[config.mk]
export PLATFORM = sky130hd
export DESIGN_NAME = icache_fetch_ctrl
export DESIGN_NICKNAME = d
export VERILOG_FILES = /design/src/rtl/icache_fetch_ctrl.sv
export SDC_FILE = /design/constraint.sdc
export NUM_CORES = 1
export LEC_CHECK = 0
export ABC_AREA = 1
export CAP_MARGIN = 20
export CORE_MARGIN = 5
export CORE_UTILIZATION = 25
export DETAILED_ROUTE_END_ITERATION = 10
export GPL_TIMING_DRIVEN = 1
export PLACE_DENSITY_LB_ADDON = 0.1
export SLEW_MARGIN = 10
export SYNTH_ARGS = -nofsm -noshare
export SYNTH_HDL_FRONTEND = slang
export SYNTH_SLANG_ARGS = --single-unit
[constraint.sdc]
create_clock -name clk_i -period 3.6 [get_ports clk_i]
set_clock_uncertainty 0.15 [all_clocks]
set_input_delay 0.72 -clock clk_i [delete_from_list [all_inputs] [get_ports clk_i]]
set_output_delay 0.72 -clock clk_i [all_outputs]
set_load 0.01 [all_outputs]
[src/rtl/icache_fetch_ctrl.sv]
// Fetch sequencing between the core fetch port and the instruction cache arrays:
// line lookup, halfword extraction, miss refill and cross-line 32-bit splicing.
module icache_fetch_ctrl #(
    parameter int ADDR_W     = 32,
    parameter int BLOCK_SIZE = 128
) (
    input  logic                  clk_i,
    input  logic                  rst_i,
    input  logic                  fetch_req_i,
    input  logic [ADDR_W-1:0]     fetch_pc_i,
    output logic                  fetch_ready_o,
    output logic                  instr_valid_o,
    output logic [31:0]           instr_o,
    output logic                  instr_compressed_o,
    output logic [ADDR_W-5:0]     lookup_line_o,
    input  logic                  lookup_hit_i,
    input  logic [BLOCK_SIZE-1:0] lookup_data_i,
    output logic                  mem_req_o,
    output logic [ADDR_W-5:0]     mem_line_o,
    input  logic                  mem_ack_i,
    input  logic [BLOCK_SIZE-1:0] mem_data_i,
    output logic                  fill_we_o,
    output logic [ADDR_W-5:0]     fill_line_o,
    output logic [BLOCK_SIZE-1:0] fill_data_o
);
    localparam int LINE_W = ADDR_W - 4;

    typedef enum logic [2:0] {
        IDLE  = 3'd0,
        LOOK0 = 3'd1,
        MISS0 = 3'd2,
        FILL0 = 3'd3,
        LOOK1 = 3'd4,
        MISS1 = 3'd5,
        FILL1 = 3'd6,
        RESP  = 3'd7
    } state_t;

    state_t                state, state_nxt;
    logic [ADDR_W-1:1]     pc_q;
    logic [15:0]           low_q;
    logic [31:0]           instr_q, instr_nxt;
    logic                  comp_q, comp_nxt;
    logic [BLOCK_SIZE-1:0] fill_data_q;
    logic                  load_pc, load_low, load_instr, load_fill;
    logic [LINE_W-1:0]     line0, line1;
    logic [2:0]            hw_idx;
    logic [15:0]           hw_lo, hw_hi;
    logic                  on_line1;
    logic                  unused_pc0;

    function automatic logic [15:0] extract_hw(input logic [BLOCK_SIZE-1:0] blk,
                                               input logic [2:0] idx);
        return blk[{idx, 4'b0000} +: 16];
    endfunction

    function automatic logic is_compressed(input logic [15:0] hw);
        return hw[1:0] != 2'b11;
    endfunction

    // Byte-address bit 0 never selects anything in a halfword-aligned fetch.
    assign unused_pc0 = fetch_pc_i[0];

    assign line0    = pc_q[ADDR_W-1:4];
    assign line1    = line0 + LINE_W'(1);
    assign hw_idx   = pc_q[3:1];
    assign hw_lo    = extract_hw(lookup_data_i, hw_idx);
    assign hw_hi    = extract_hw(lookup_data_i, hw_idx + 3'd1);
    assign on_line1 = (state == LOOK1) || (state == MISS1) || (state == FILL1);

    always_comb begin
        state_nxt  = state;
        load_pc    = 1'b0;
        load_low   = 1'b0;
        load_instr = 1'b0;
        load_fill  = 1'b0;
        instr_nxt  = instr_q;
        comp_nxt   = comp_q;
        case (state)
            IDLE: begin
                if (fetch_req_i) begin
                    load_pc   = 1'b1;
                    state_nxt = LOOK0;
                end
            end
            LOOK0: begin
                if (!lookup_hit_i) begin
                    state_nxt = MISS0;
                end else if (is_compressed(hw_lo)) begin
                    instr_nxt  = {16'b0, hw_lo};
                    comp_nxt   = 1'b1;
                    load_instr = 1'b1;
                    state_nxt  = RESP;
                end else if (hw_idx != 3'd7) begin
                    instr_nxt  = {hw_hi, hw_lo};
                    comp_nxt   = 1'b0;
                    load_instr = 1'b1;
                    state_nxt  = RESP;
                end else begin
                    // Upper half lives in the next line; keep the lower half.
                    load_low  = 1'b1;
                    state_nxt = LOOK1;
                end
            end
            MISS0: begin
                if (mem_ack_i) begin
                    load_fill = 1'b1;
                    state_nxt = FILL0;
                end
            end
            FILL0: state_nxt = LOOK0;
            LOOK1: begin
                if (lookup_hit_i) begin
                    instr_nxt  = {lookup_data_i[15:0], low_q};
                    comp_nxt   = 1'b0;
                    load_instr = 1'b1;
                    state_nxt  = RESP;
                end else begin
                    state_nxt = MISS1;
                end
            end
            MISS1: begin
                if (mem_ack_i) begin
                    load_fill = 1'b1;
                    state_nxt = FILL1;
                end
            end
            FILL1: state_nxt = LOOK1;
            RESP:  state_nxt = IDLE;
            default: state_nxt = IDLE;
        endcase
    end

    always_ff @(posedge clk_i) begin
        if (rst_i) begin
            state       <= IDLE;
            instr_q     <= '0;
            comp_q      <= 1'b0;
            fill_data_q <= '0;
        end else begin
            state <= state_nxt;
            if (load_instr) begin
                instr_q <= instr_nxt;
                comp_q  <= comp_nxt;
            end
            if (load_fill) begin
                fill_data_q <= mem_data_i;
            end
        end
    end

    // Address and spliced-half registers are only read after being loaded.
    always_ff @(posedge clk_i) begin
        if (load_pc) begin
            pc_q <= fetch_pc_i[ADDR_W-1:1];
        end
        if (load_low) begin
            low_q <= hw_lo;
        end
    end

    assign fetch_ready_o      = (state == IDLE);
    assign instr_valid_o      = (state == RESP);
    assign instr_o            = instr_q;
    assign instr_compressed_o = comp_q;
    assign lookup_line_o      = on_line1 ? line1 : line0;

    assign mem_req_o   = (state == MISS0) || (state == MISS1);
    assign mem_line_o  = (state == MISS0) ? line0 :
                         (state == MISS1) ? line1 : '0;
    assign fill_we_o   = (state == FILL0) || (state == FILL1);
    assign fill_line_o = (state == FILL0) ? line0 :
                         (state == FILL1) ? line1 : '0;
    assign fill_data_o = fill_data_q;

endmodule

## Word-level counts from Yosys, hierarchy flattened

Cells that the tools add are included.

| operators by class | value |
|---|---|
| mux-type cells | 36 |
| reductions and logical operators | 9 |
| shift-type cells | 2 |
| add/sub/neg operators | 2 |
| equality and inequality tests | 15 |

Operator list:

| kind | number |
|---|---|
| $shiftx 128x8->16 | 2 |
| $mux 28 | 5 |
| $mux 32 | 4 |
| $pmux 32 s2 | 1 |
| $add 28x1->28 const B | 1 |
| $pmux 3 s8 | 1 |
| $mux 1 | 16 |
| $eq 3x3->1 const B | 4 |
| $mux 3 | 4 |
| $ne 2x2->1 const B | 6 |
| $eq 3x2->1 const B | 2 |
| $mux 2 | 3 |
| $ne 3x3->1 const B | 2 |
| $reduce_and 5->1 | 1 |
| $logic_or 1x1->1 | 4 |
| $pmux 1 s2 | 2 |
| $add 3x1->3 const B | 1 |
| $eq 3x1->1 const B | 1 |
| $logic_not 3->1 | 1 |
| $reduce_and 3->1 | 1 |
| $reduce_bool 2->1 | 1 |
| $reduce_or 2->1 | 1 |

| word-level totals | value |
|---|---|
| bits of input ports | 293 |
| bits in registers | 211 |
| word-level logic and storage cells | 70 |
| output and inout port bits | 249 |

## Logic depth before layout (Yosys ltp)

Gate-level depths: netlist (run 1).

| depth | value |
|---|---|
| word-level depth | 6 |
| gate-level depth with buffers | 14 |

## Worst setup path after synthesis (run 1)

Ideal clock, no wire load.

| timing | value |
|---|---|
| path type | input -> register |
| from | input fetch_req_i |
| to | register pc_q[10] (netlist bit) (enable) |
| data required time | 2.992 ns |
| slack | 0.079 ns |
| arrival time | 2.914 ns |
| setup time | 0.458 ns |
| stages on the path | 2 |
| cells stage by stage | inv_1 > nor3_1 |

| on the way | value |
|---|---|
| cells in the longest elaborated chain, start to end | 2 |

Ends and longest elaborated chain:

| what | RTL line | source |
|---|---|---|
| from (decl) | 9 | `input logic fetch_req_i,` |
| $mux 1 | 81 | `if (fetch_req_i) begin` |
| $mux 1 | 79 | `case (state)` |
| net load_pc | 45 | `logic load_pc, load_low, load_instr, load_fill;` |
| to (signal assigned) | 155 | `pc_q <= fetch_pc_i[ADDR_W-1:1];` |
| to (decl) | 40 | `logic [ADDR_W-1:1] pc_q;` |

The timed path passes the listed nets, and every way through them passes these cells.
A chain may end at the register's enable or synchronous reset.

## Worst setup path in the final report (run 1)

| timing | value |
|---|---|
| from | register pc_q[5] (netlist bit) |
| to | output lookup_line_o[8] |

| on the way | value |
|---|---|
| cells in the longest elaborated chain, start to end | 2 |

Ends and longest elaborated chain:

| what | RTL line | source |
|---|---|---|
| $add 28x1->28 | 65 | `assign line1 = line0 + LINE_W'(1);` |
| $mux 28 | 166 | `assign lookup_line_o = on_line1 ? line1 : line0;` |
| to (decl) | 15 | `output logic [ADDR_W-5:0] lookup_line_o,` |

No other way between the ends.

==> run summary, run 1 <==
==================================================================================
Clock-pin slew on the worst setup and hold paths                           0.06 ns
Final instance area                                                    18900 sq um
Count of buffers from port buffering                                           540
Fraction of layout cells with a size suffix above 1                          6.32%
Timing-limited maximum frequency                                           287 MHz
Clock tree from TritonCTS                                                    built
Width of the die                                                            229 um
Top fanout value on the critical path                                            3
Final-layout fill cell count                                                  4901
Synth Cell Area                                                        12000 sq um
Required time of the worst setup path                                      2.73 ns
Post-synthesis cell type count                                                  40
Total CTS buffers                                                               26
Kind of launch point of the worst setup path                                  flop
Path type of the worst min-delay path                                 flop to flop
Overflow after GRT                                                               0
Clock period minus final worst setup slack                                 3.49 ns
Mean instance size in the synthesized netlist                           6.68 sq um
Crit-path leading delay family                                        buffers and inverters
Post-layout nets                                                              2574
Post-synth top area cell                                                   dfxtp_1
Leading post-synthesis cells by instance count                        nor2_1, o21ai_0, nand2_1
Starting DRT DRC Count                                                        1143
Placement Rows                                                                  80
Total cell area at the placement stage                                 17700 sq um
Core Footprint                                                         47500 sq um
Number of global-route vias before repair                                    13200
Per-cell routed wire length                                                19.4 um
Multi-input gate area                                                   6410 sq um
Proportion of synthesized chip area in sequential cells                      39.3%
Dominant cells by area after synthesis                                dfxtp_1, nor2_1, edfxtp_1, o21ai_0, nand2_1
Largest net degree at the start of global routing                              129
Count of synthesis-stage warnings from yosys                                     0
Cell area power density                                                629 nW/um^2
Critical-path cell list                                               ha_2 -> nand4_1 -> nor2_2 -> nand2_2 -> buf_4 -> xor2_1 -> o21ai_1 -> clkdlybuf4s50_1
Wire length of the first global-routing pass                               83.8 mm
Number of hold violations in the final report                                    0
Drc violations                                                                   0
Crit. End Element                                                     primary output
Maximum resistive drop on vdd                                             0.300 mV
Crit path buf inv count                                                          2
Maximum number of buffers from clock root to sink                                3
Number of hold buffers added after CTS                                           0
Slowest CP cell                                                       clkdlybuf4s50_1
Sequential cell area in the final layout                                4700 sq um
Number of iterations in the first detailed-routing pass                          5
Arrival time at the worst endpoint                                         2.62 ns
Sum of routed wire length over all layers                                  56.5 mm
Final setup violating endpoints                                                  0
Residual antenna-violating net count after detailed routing                      0
RePlAce Congestion                                                           0.918
Lkg Pwr                                                                    8.13 nW
Via density per instance                                                      4.76
CP Class                                                              flop to primary output
Clk sink count                                                                 211
Half-perimeter wire length of the detailed placement result                41.7 mm
Total die area                                                         52300 sq um
Worst R2R Setup Slack                                                      0.80 ns
Fraction of registers with async set or reset after synthesis                   0%
Worst slew margin relative to its limit                                      53.0%
Setup slack after placement                                               0.249 ns
Share of the clock period used by the worst path after layout                96.8%
Initial antenna violation count                                                  8
RSZ-0062 raised after global routing                                          true
Initial standard-cell utilization of the core                                25.1%
Fin. max-slew vios                                                               0
Biggest cell delay along the critical path                                 0.57 ns
Number of top-level design ports                                               542
Total of flip-flops plus latches after synthesis                               211
Signed area change from the synthesized netlist to the final layout          58.4%
Post-synth EDFFs                                                                47
Die Height                                                                  229 um
Post-synth top flop                                                        dfxtp_1
Number of max-cap violations                                                     0
Worst skew pair latency                                                    0.53 ns
Proportion of netlist area held by the largest area contributor              27.5%
Actual slew at the worst max-slew pin                                     0.700 ns
Buffer cell driving the clock tree root                                  clkbuf_16
Maximum level of the CTS H-tree                                                  1
Total global-route track usage                                               20.2%
Outcome                                                               finished, final reports clean
Most numerous cell in the Yosys netlist                                     nor2_1
Count of mapped cells out of synthesis                                        1789
Detailed-route via count                                                     13900
Final setup slack of the worst path                                       0.115 ns
Post-Synthesis Net Count                                                      2085
==================================================================================
[through the flow]
stage | total power, mW | TNS (ns) | utilization [%] | cells | hold WS (ns)
after detailed placement | 9.23 | 0 | 37.2 | 2848 | 0.331
after global placement | 9.20 | 0 | 37.2 | 2848 | 0.321
after floorplan | 6.49 | 0 | - | 1789 | 0.344
final | 11.9 | 0 | 39.8 | 2914 | 0.337
after CTS | 12.0 | 0 | 39.3 | 2903 | 0.343
after global routing | 12.7 | -0.0171 | 39.8 | 2912 | 0.361
[worst register-to-register path, cell delays in order (launching register included)]
cell and delay [ns]:
edfxtp_1 0.55, ha_1 0.38, clkinv_1 0.55, a21oi_1 0.31, o21ai_0 0.12, nand2_1 0.10
nand2_1 0.05, nand2_1 0.09, nor2_1 0.04, nand2_1 0.07, nand2_1 0.10, nor2_1 0.14
nor2_1 0.06
[power breakdown]
group | leakage [nW] | switching [mW] | total [mW] | internal [mW]
logic | 5.92 | 3.35 | 5.84 | 2.50
clock network | 0.431 | 1.06 | 2.69 | 1.63
registers | 1.77 | 0.347 | 3.37 | 3.02
[registers in the layout, indices dropped and copies added (netlist names)]
register and cells:
low_q 16, pc_q 31, fill_data_o 128, state 3
instr_o 32, instr_compressed_o 1
[final cells by class]
cell class / count / share of cell area, %
clock inverter: 5 / 0.264
clock buffer: 41 / 4.34
multi-input combinational: 1375 / 33.9
timing repair buffer: 583 / 31.0
inverter: 81 / 1.67
tap: 615 / 4.06
antenna: 3 / 0.0397
sequential: 211 / 24.8
[repair_timing]
item | 4_1_cts | 5_1_grt
setup endpoints to repair | 58 | 56
setup buffers | 9 | 7
gates resized for setup | 46 | 60
pin swaps | 4 | 8
[routing by layer]
layer | up-vias | share of wire [%] | wire length, um | track usage [%]
met5 | - | 0.060 | 34 | 0
met4 | 6 | 2.3 | 1320 | 5.09
met3 | 77 | 10 | 5830 | 7.54
met2 | 578 | 45 | 25300 | 31.5
met1 | 6354 | 42 | 24000 | 26.6
li1 | 6851 | - | - | -
[worst paths after layout]
kind | from | to | cells after the start
setup / recovery | pc_q[5] | lookup_line_o[8] | 8
hold / removal | instr_compressed_o | instr_compressed_o | 2
setup reg to reg | pc_q[1] | instr_o[16] | 12
hold reg to reg | instr_compressed_o | instr_compressed_o | 2
[logic make-up (layout without fill, tap and decap cells)]
group | Yosys count | in the layout | synth area share (%)
simple gates | 968 | 968 | 33.5
fa+ha+maj | 3 | 3 | 0.314
buf+inv | 203 | 710 | 8.55
xor+xnor | 12 | 12 | 0.879
compound gates | 392 | 392 | 17.5
other cells | 0 | 3 | 0
flops | 211 | 211 | 39.3
[placed cells by master, fill, tap and decap left out, drive strengths merged]
| master | netlist | final |
|---|---|---|
| nor2 | 559 | 559 |
| clkdlybuf4s50 | 0 | 495 |
| o21ai | 317 | 317 |
| nand2 | 258 | 258 |
| dfxtp | 164 | 164 |
| nand3 | 96 | 96 |
| inv | 78 | 76 |
| edfxtp | 47 | 47 |
| buf | 64 | 45 |
| clkbuf | 58 | 42 |
| nand3b | 33 | 33 |
| o22ai | 28 | 28 |
| dlymetal6s2s | 0 | 28 |
| o211ai | 15 | 15 |
| o21a | 14 | 14 |
| nor3 | 13 | 13 |
| a21oi | 12 | 12 |
| dlygate4sd2 | 0 | 12 |
| xor2 | 12 | 12 |
| clkinv | 3 | 8 |
| nand4 | 5 | 5 |
| diode | 0 | 3 |
| ha | 3 | 3 |
| or2 | 2 | 2 |
| o21bai | 2 | 2 |
| clkdlybuf4s15 | 0 | 2 |
| nor3b | 1 | 1 |
| clkinvlp | 0 | 1 |
| nor4 | 1 | 1 |
| o31ai | 1 | 1 |
| a21boi | 1 | 1 |
| a22oi | 1 | 1 |
| a31oi | 1 | 1 |
| bufinv | 0 | 1 |
Power figures use the tool's default switching activity.
==> run 2: changes to the inputs <==
--- a/config.mk
+++ b/config.mk
@@ -10,6 +10,7 @@
 export CORE_MARGIN = 5
 export CORE_UTILIZATION = 25
 export DETAILED_ROUTE_END_ITERATION = 10
+export DONT_BUFFER_PORTS = 1
 export GPL_TIMING_DRIVEN = 1
 export PLACE_DENSITY_LB_ADDON = 0.1
 export SLEW_MARGIN = 10
==> run 2 against run 1 <==
- die area unchanged
- fmax up 0.32%
- combinational power down 34%
- critical path depth down 1
- setup slack better by 0.011 ns
- critical endpoint is now lookup_line_o[13]
- largest cell class unchanged
- sequential cell count unchanged
- sequential power up 13%
==> run summary, run 2 (synthesis results as in run 1) <==
==================================================================================
Outcome                                                               finished, final reports clean   unchanged
Total die area                                                         52300 sq um   unchanged
Clk sink count                                                                 211   unchanged
Sum of routed wire length over all layers                                  51.1 mm   was 56.5 mm
Largest net degree at the start of global routing                              129   unchanged
Maximum level of the CTS H-tree                                                  1   unchanged
Fraction of power consumed by sequential logic                               37.8%   was 28.3%
Total CTS buffers                                                               25   was 26
Worst skew pair latency                                                    0.53 ns   about the same
Fraction of layout cells with a size suffix above 1                          6.67%   was 6.32%
Overflow after GRT                                                               0   unchanged
Clock-pin slew on the worst setup and hold paths                           0.05 ns   was 0.06 ns
Post-layout nets                                                              2034   was 2574
Detailed-route via count                                                     11800   was 13900
Width of the die                                                            229 um   unchanged
Share of the clock period used by the worst path after layout                96.5%   was 96.8%
Most common library cell in the layout ignoring fill and taps               nor2_1   unchanged
Cell area power density                                                760 nW/um^2   was 629 nW/um^2
Starting DRT DRC Count                                                         839   was 1143
Net switching fraction of the power                                          44.2%   was 40.0%
Initial antenna violation count                                                  2   was 8
Clock tree from TritonCTS                                                    built   unchanged
Leading cell types in the layout, fill and taps excluded              nor2_1, o21ai_0, nand2_1   was nor2_1, clkdlybuf4s50_1, o21ai_0
Critical-path cell list                                               buf_4 -> inv_1 -> nor3_4 -> nand3_1 -> nor2_1 -> xor2_1 -> o21ai_0   was ha_2 -> nand4_1 -> nor2_2 -> nand2_2 -> buf_4 -> xor2_1 -> o21ai_1 -> clkdlybuf4s50_1
Number of max-cap violations                                                     0   unchanged
Slowest CP cell                                                           edfxtp_1   was clkdlybuf4s50_1
Path type of the worst min-delay path                                 primary input to flop   was flop to flop
Final instance area                                                    13200 sq um   was 18900 sq um
Wire length of the first global-routing pass                               74.8 mm   was 83.8 mm
Final setup violating endpoints                                                  0   unchanged
Count of buffers from port buffering                                             0   was 540
Buffer cell driving the clock tree root                                  clkbuf_16   unchanged
Crit. End Element                                                     primary output   unchanged
Clock period minus final worst setup slack                                 3.47 ns   was 3.49 ns
Placement Rows                                                                  80   unchanged
Signed area change from the synthesized netlist to the final layout          10.7%   was 58.4%
Fin. max-slew vios                                                               0   unchanged
Number of global-route vias before repair                                    11300   was 13200
Maximum number of buffers from clock root to sink                                3   unchanged
Per-cell routed wire length                                                21.6 um   was 19.4 um
RSZ-0062 raised after global routing                                          true   unchanged
Number of iterations in the first detailed-routing pass                          7   was 5
Multi-input gate area                                                   6290 sq um   was 6410 sq um
CP Class                                                              flop to primary output   unchanged
Switching power summed over all nets                                       4.44 mW   was 4.76 mW
Clock power frac                                                             24.2%   was 22.6%
Arrival time at the worst endpoint                                         2.60 ns   was 2.62 ns
Core Footprint                                                         47500 sq um   unchanged
Actual slew at the worst max-slew pin                                      1.02 ns   was 0.700 ns
Combinational power share                                                    38.1%   was 49.1%
Total cell area at the placement stage                                 12400 sq um   was 17700 sq um
Total global-route track usage                                               18.2%   was 20.2%
RePlAce Congestion                                                           0.867   was 0.918
Initial standard-cell utilization of the core                                25.1%   unchanged
Drc violations                                                                   0   unchanged
Number of flip-flops in the largest register                                   128   unchanged
Timing-limited maximum frequency                                           288 MHz   was 287 MHz
Number of hold violations in the final report                                    0   unchanged
Number of hold buffers added after CTS                                           0   unchanged
Sequential cell area in the final layout                                4690 sq um   was 4700 sq um
Sum of internal, switching and leakage power                               10.1 mW   was 11.9 mW
Design internal power                                                      5.62 mW   was 7.15 mW
Number of top-level design ports                                               542   unchanged
Final-layout fill cell count                                                  5299   was 4901
Worst slew margin relative to its limit                                      32.0%   was 53.0%
Biggest cell delay along the critical path                                 0.53 ns   was 0.57 ns
Via density per instance                                                      4.98   was 4.76
Top fanout value on the critical path                                            6   was 3
Half-perimeter wire length of the detailed placement result                38.2 mm   was 41.7 mm
Lkg Pwr                                                                    5.60 nW   was 8.13 nW
Die Height                                                                  229 um   unchanged
Maximum resistive drop on vdd                                             0.293 mV   was 0.300 mV
Kind of launch point of the worst setup path                                  flop   unchanged
Required time of the worst setup path                                      2.73 ns   about the same
Residual antenna-violating net count after detailed routing                      0   unchanged
Post-Route Utilization                                                       27.8%   was 39.8%
==================================================================================
-- run 2: cell type report --
cell class	count	area share, %
Clock buffer	38	5.63
Inverter	81	2.33
Antenna cell	2	0.0378
Sequential cell	211	35.5
Multi-Input combinational cell	1375	47.5
Clock inverter	6	0.340
Tap cell	615	5.81
Timing Repair Buffer	44	2.87
-- run 2: worst max-delay path, delay by kind of cell, from the launching register on --
family / cells / cell delay, ns
xor gates and xnor gates: 1 / 0.15
buffers and inverters: 2 / 0.28
DFF: 1 / 0.53
and+or+nand+nor: 3 / 0.76
AOI/OAI and AO/OA: 1 / 0.35
-- run 2: metal layers --
layer | track usage [%] | part of all wire [%] | vias to the layer above
met1 | 23.1 | 42 | 5461
met2 | 28.8 | 45 | 513
met3 | 7.27 | 11 | 68
met5 | 0 | 0.014 | -
met4 | 4.99 | 2.9 | 2
li1 | - | - | 5764
-- run 2: path summary, 6_finish.rpt --
path	start	slack [ns]	cells past startpoint	endpoint
worst max-delay path	pc_q[4]	0.13	7	lookup_line_o[13]
worst min-delay path	rst_i	0.10	1	instr_compressed_o
worst max register to register	pc_q[1]	0.82	11	instr_o[30]
worst min register to register	fill_data_o[45]	0.42	2	fill_data_o[45]
-- run 2: stage by stage --
step	TNS, ns	setup WS, ns	instances	hold WS, ns
after floorplan	0	0.0785	1789	0.344
after global placement	0	0.473	2325	0.404
after detailed placement	0	0.448	2325	0.412
after CTS	0	0.00485	2369	0.0688
after global routing	-0.0174	-0.00983	2371	0.0744
final	0	0.126	2372	0.104
-- run 2: power by group through the flow --
stage / logic, mW / clock network (mW) / registers [mW]
finish: 3.83 / 2.43 / 3.80
detailed placement: 3.82 / 0 / 3.85
floorplan: 2.95 / 0 / 3.54
global placement: 3.78 / 0 / 3.88
global route: 4.33 / 2.63 / 3.88
CTS: 3.84 / 2.53 / 3.82
-- run 2: what timing repair did --
action,CTS,global route
resized for setup,6,9
setup buffers,0,1
pin swaps,0,1
hold endpoints to repair,0,0
gates cloned,0,0
setup endpoints to repair,7,19
==> run 3: changes to the inputs <==
--- a/config.mk
+++ b/config.mk
@@ -9,6 +9,7 @@
 export CAP_MARGIN = 20
 export CORE_MARGIN = 5
 export CORE_UTILIZATION = 25
+export CTS_CLUSTER_DIAMETER = 30
 export DETAILED_ROUTE_END_ITERATION = 10
 export DONT_BUFFER_PORTS = 1
 export GPL_TIMING_DRIVEN = 1
==> run 3 against run 2 <==
- final cell count rose by 2.5%
- sequential power barely moved
- sequential cell count did not move
- critical endpoint is now fill_line_o[20]
- critical path type unchanged
- utilization rose by 2.5 points
- first-iteration DRC count rose by 0.60%
==> run summary, run 3 (synthesis results as in run 1) <==
==================================================================================
Worst setup startpoint                                                     pc_q[4]   unchanged
Core Footprint                                                         47500 sq um   unchanged
Width of the die                                                            229 um   unchanged
Clock tree from TritonCTS                                                    built   unchanged
Timing-limited maximum frequency                                           291 MHz   was 288 MHz
Fin. max-slew vios                                                               0   unchanged
Sum of routed wire length over all layers                                  52.0 mm   was 51.1 mm
Overflow after GRT                                                               0   unchanged
Post-layout nets                                                              2067   was 2034
Crit. End Element                                                     primary output   unchanged
Signed area change from the synthesized netlist to the final layout          20.7%   was 10.7%
Arrival time at the worst endpoint                                         2.57 ns   was 2.60 ns
Placed instance count                                                         2325   unchanged
Clock period minus final worst setup slack                                 3.44 ns   was 3.47 ns
Drc violations                                                                   0   unchanged
Clk sink count                                                                 211   unchanged
Number of max-cap violations                                                     0   unchanged
Per-cell routed wire length                                                21.4 um   was 21.6 um
Kind of launch point of the worst setup path                                  flop   unchanged
Beginning of the worst register-to-register path                           pc_q[1]   unchanged
Share of the clock period used by the worst path after layout                95.6%   was 96.5%
Worst slew margin relative to its limit                                      32.6%   was 32.0%
Worst-case hold slack                                                    0.0681 ns   was 0.104 ns
Worst R2R Setup Slack                                                      0.84 ns   was 0.82 ns
Maximum level of the CTS H-tree                                                  2   was 1
Worst skew pair latency                                                    0.57 ns   was 0.53 ns
Final Non-Filler Cells                                                        2431   was 2372
Clock-pin slew on the worst setup and hold paths                           0.04 ns   was 0.05 ns
Total CTS buffers                                                               56   was 25
Number of iterations in the first detailed-routing pass                          5   was 7
Detailed-route via count                                                     12000   was 11800
RePlAce Congestion                                                           0.867   unchanged
Number of flip-flops in the largest register                                   128   unchanged
Total cell area at the placement stage                                 12400 sq um   unchanged
Buffer cell driving the clock tree root                                  clkbuf_16   unchanged
RSZ-0062 raised after global routing                                          true   unchanged
Total negative slack for setup checks                                         0 ns   unchanged
Worst setup endpoint                                                  fill_line_o[20]   was lookup_line_o[13]
Most common library cell in the layout ignoring fill and taps               nor2_1   unchanged
Leading cell types in the layout, fill and taps excluded              nor2_1, o21ai_0, nand2_1   unchanged
Actual slew at the worst max-slew pin                                      1.01 ns   was 1.02 ns
Initial standard-cell utilization of the core                                25.1%   unchanged
Required time of the worst setup path                                      2.73 ns   about the same
Cell area power density                                                881 nW/um^2   was 760 nW/um^2
Number of top-level design ports                                               542   unchanged
Fraction of layout cells with a size suffix above 1                          9.92%   was 6.67%
Number of hold violations in the final report                                    0   unchanged
Residual antenna-violating net count after detailed routing                      0   unchanged
Count of buffers from port buffering                                             0   unchanged
Largest net degree at the start of global routing                              129   unchanged
Maximum number of buffers from clock root to sink                                3   unchanged
Initial antenna violation count                                                  2   unchanged
Total die area                                                         52300 sq um   unchanged
R2R depth                                                                       12   was 11
Final-layout fill cell count                                                  5233   was 5299
Final setup violating endpoints                                                  0   unchanged
CP Class                                                              flop to primary output   unchanged
Placement Rows                                                                  80   unchanged
Die Height                                                                  229 um   unchanged
Via density per instance                                                      4.95   was 4.98
Lkg Pwr                                                                    6.18 nW   was 5.60 nW
Wire length of the first global-routing pass                               75.9 mm   was 74.8 mm
Starting DRT DRC Count                                                         844   was 839
Final instance area                                                    14400 sq um   was 13200 sq um
Top fanout value on the critical path                                            4   was 6
End of the worst register-to-register path                             instr_o[17]   was instr_o[30]
Maximum resistive drop on vdd                                             0.514 mV   was 0.293 mV
Number of global-route vias before repair                                    11700   was 11300
Path type of the worst min-delay path                                 primary input to flop   unchanged
Half-perimeter wire length of the detailed placement result                38.2 mm   unchanged
Outcome                                                               finished, final reports clean   unchanged
Total global-route track usage                                               18.6%   was 18.2%
==================================================================================
-- run 3: cell count changes in the layout (fill, tap and decap cells not counted), moves of 3 or more --
cell       previous run  this run
clkbuf_1              6         9
clkbuf_16            25        59
o21ai_2               0         3
o21ai_1              53        50
clkinv_2              6        15
bufinv_16             0         7
-- run 3: worst min-delay path by stage --
stage	startpoint	end	depth (start not counted)
3_5_place_dp	fill_data_o[45]	fill_data_o[45]	2
4_1_cts	rst_i	state[2]	1
5_1_grt	rst_i	state[2]	1
3_3_place_gp	fill_data_o[73]	fill_data_o[73]	2
2_1_floorplan	instr_compressed_o	instr_compressed_o	2
6_report	rst_i	state[2]	1
-- run 3: metal layers --
layer | up-vias | wire, um | track usage [%] | part of all wire, %
li1 | 5840 | - | - | -
met1 | 5552 | 21400 | 23.0 | 41
met2 | 556 | 23000 | 28.9 | 44
met5 | - | 135 | 1.65 | 0.26
met3 | 91 | 5750 | 7.85 | 11
met4 | 4 | 1690 | 6.60 | 3.3
-- run 3: area by class of cell --
class,count,area [sq um],share of cell area [%]
inverter,81,308,2.13
clock buffer,74,1590,11.0
multi-input combinational,1375,6310,43.7
antenna,2,5.00,0.0347
tap,615,769,5.33
clock inverter,27,350,2.43
timing repair buffer,46,395,2.74
sequential,211,4690,32.5
-- run 3: through the flow --
| step | util [%] | power (mW) | setup slack [ns] |
|---|---|---|---|
| floorplan | - | 6.49 | 0.0785 |
| global placement | 26.1 | 7.66 | 0.473 |
| detailed placement | 26.1 | 7.68 | 0.448 |
| CTS | 30.2 | 12.9 | 0.0231 |
| global route | 30.3 | 13.5 | -0.00657 |
| finish | 30.3 | 12.7 | 0.160 |
-- run 3: worst max-delay path: stages (launching register included) --
cell	delay, ns
edfxtp_1	0.49
ha_2	0.26
nand4_1	0.14
nor2_2	0.18
nand2_2	0.09
nor2_2	0.19
nand2_1	0.10
o21bai_1	0.17
o21ai_2	0.12
o21ai_1	0.24
-- run 3: where the power goes --
group	internal (mW)	total, mW	switching, mW
logic	1.18	3.84	2.66
clock network	3.56	5.07	1.51
registers	3.03	3.80	0.773
total	7.77	12.7	4.94
-- run 3: timing repair --
action,CTS,global route
pin swaps,0,2
buffers inserted,0,3
setup endpoints to repair,11,22
resized for setup,11,12
hold buffers,0,0
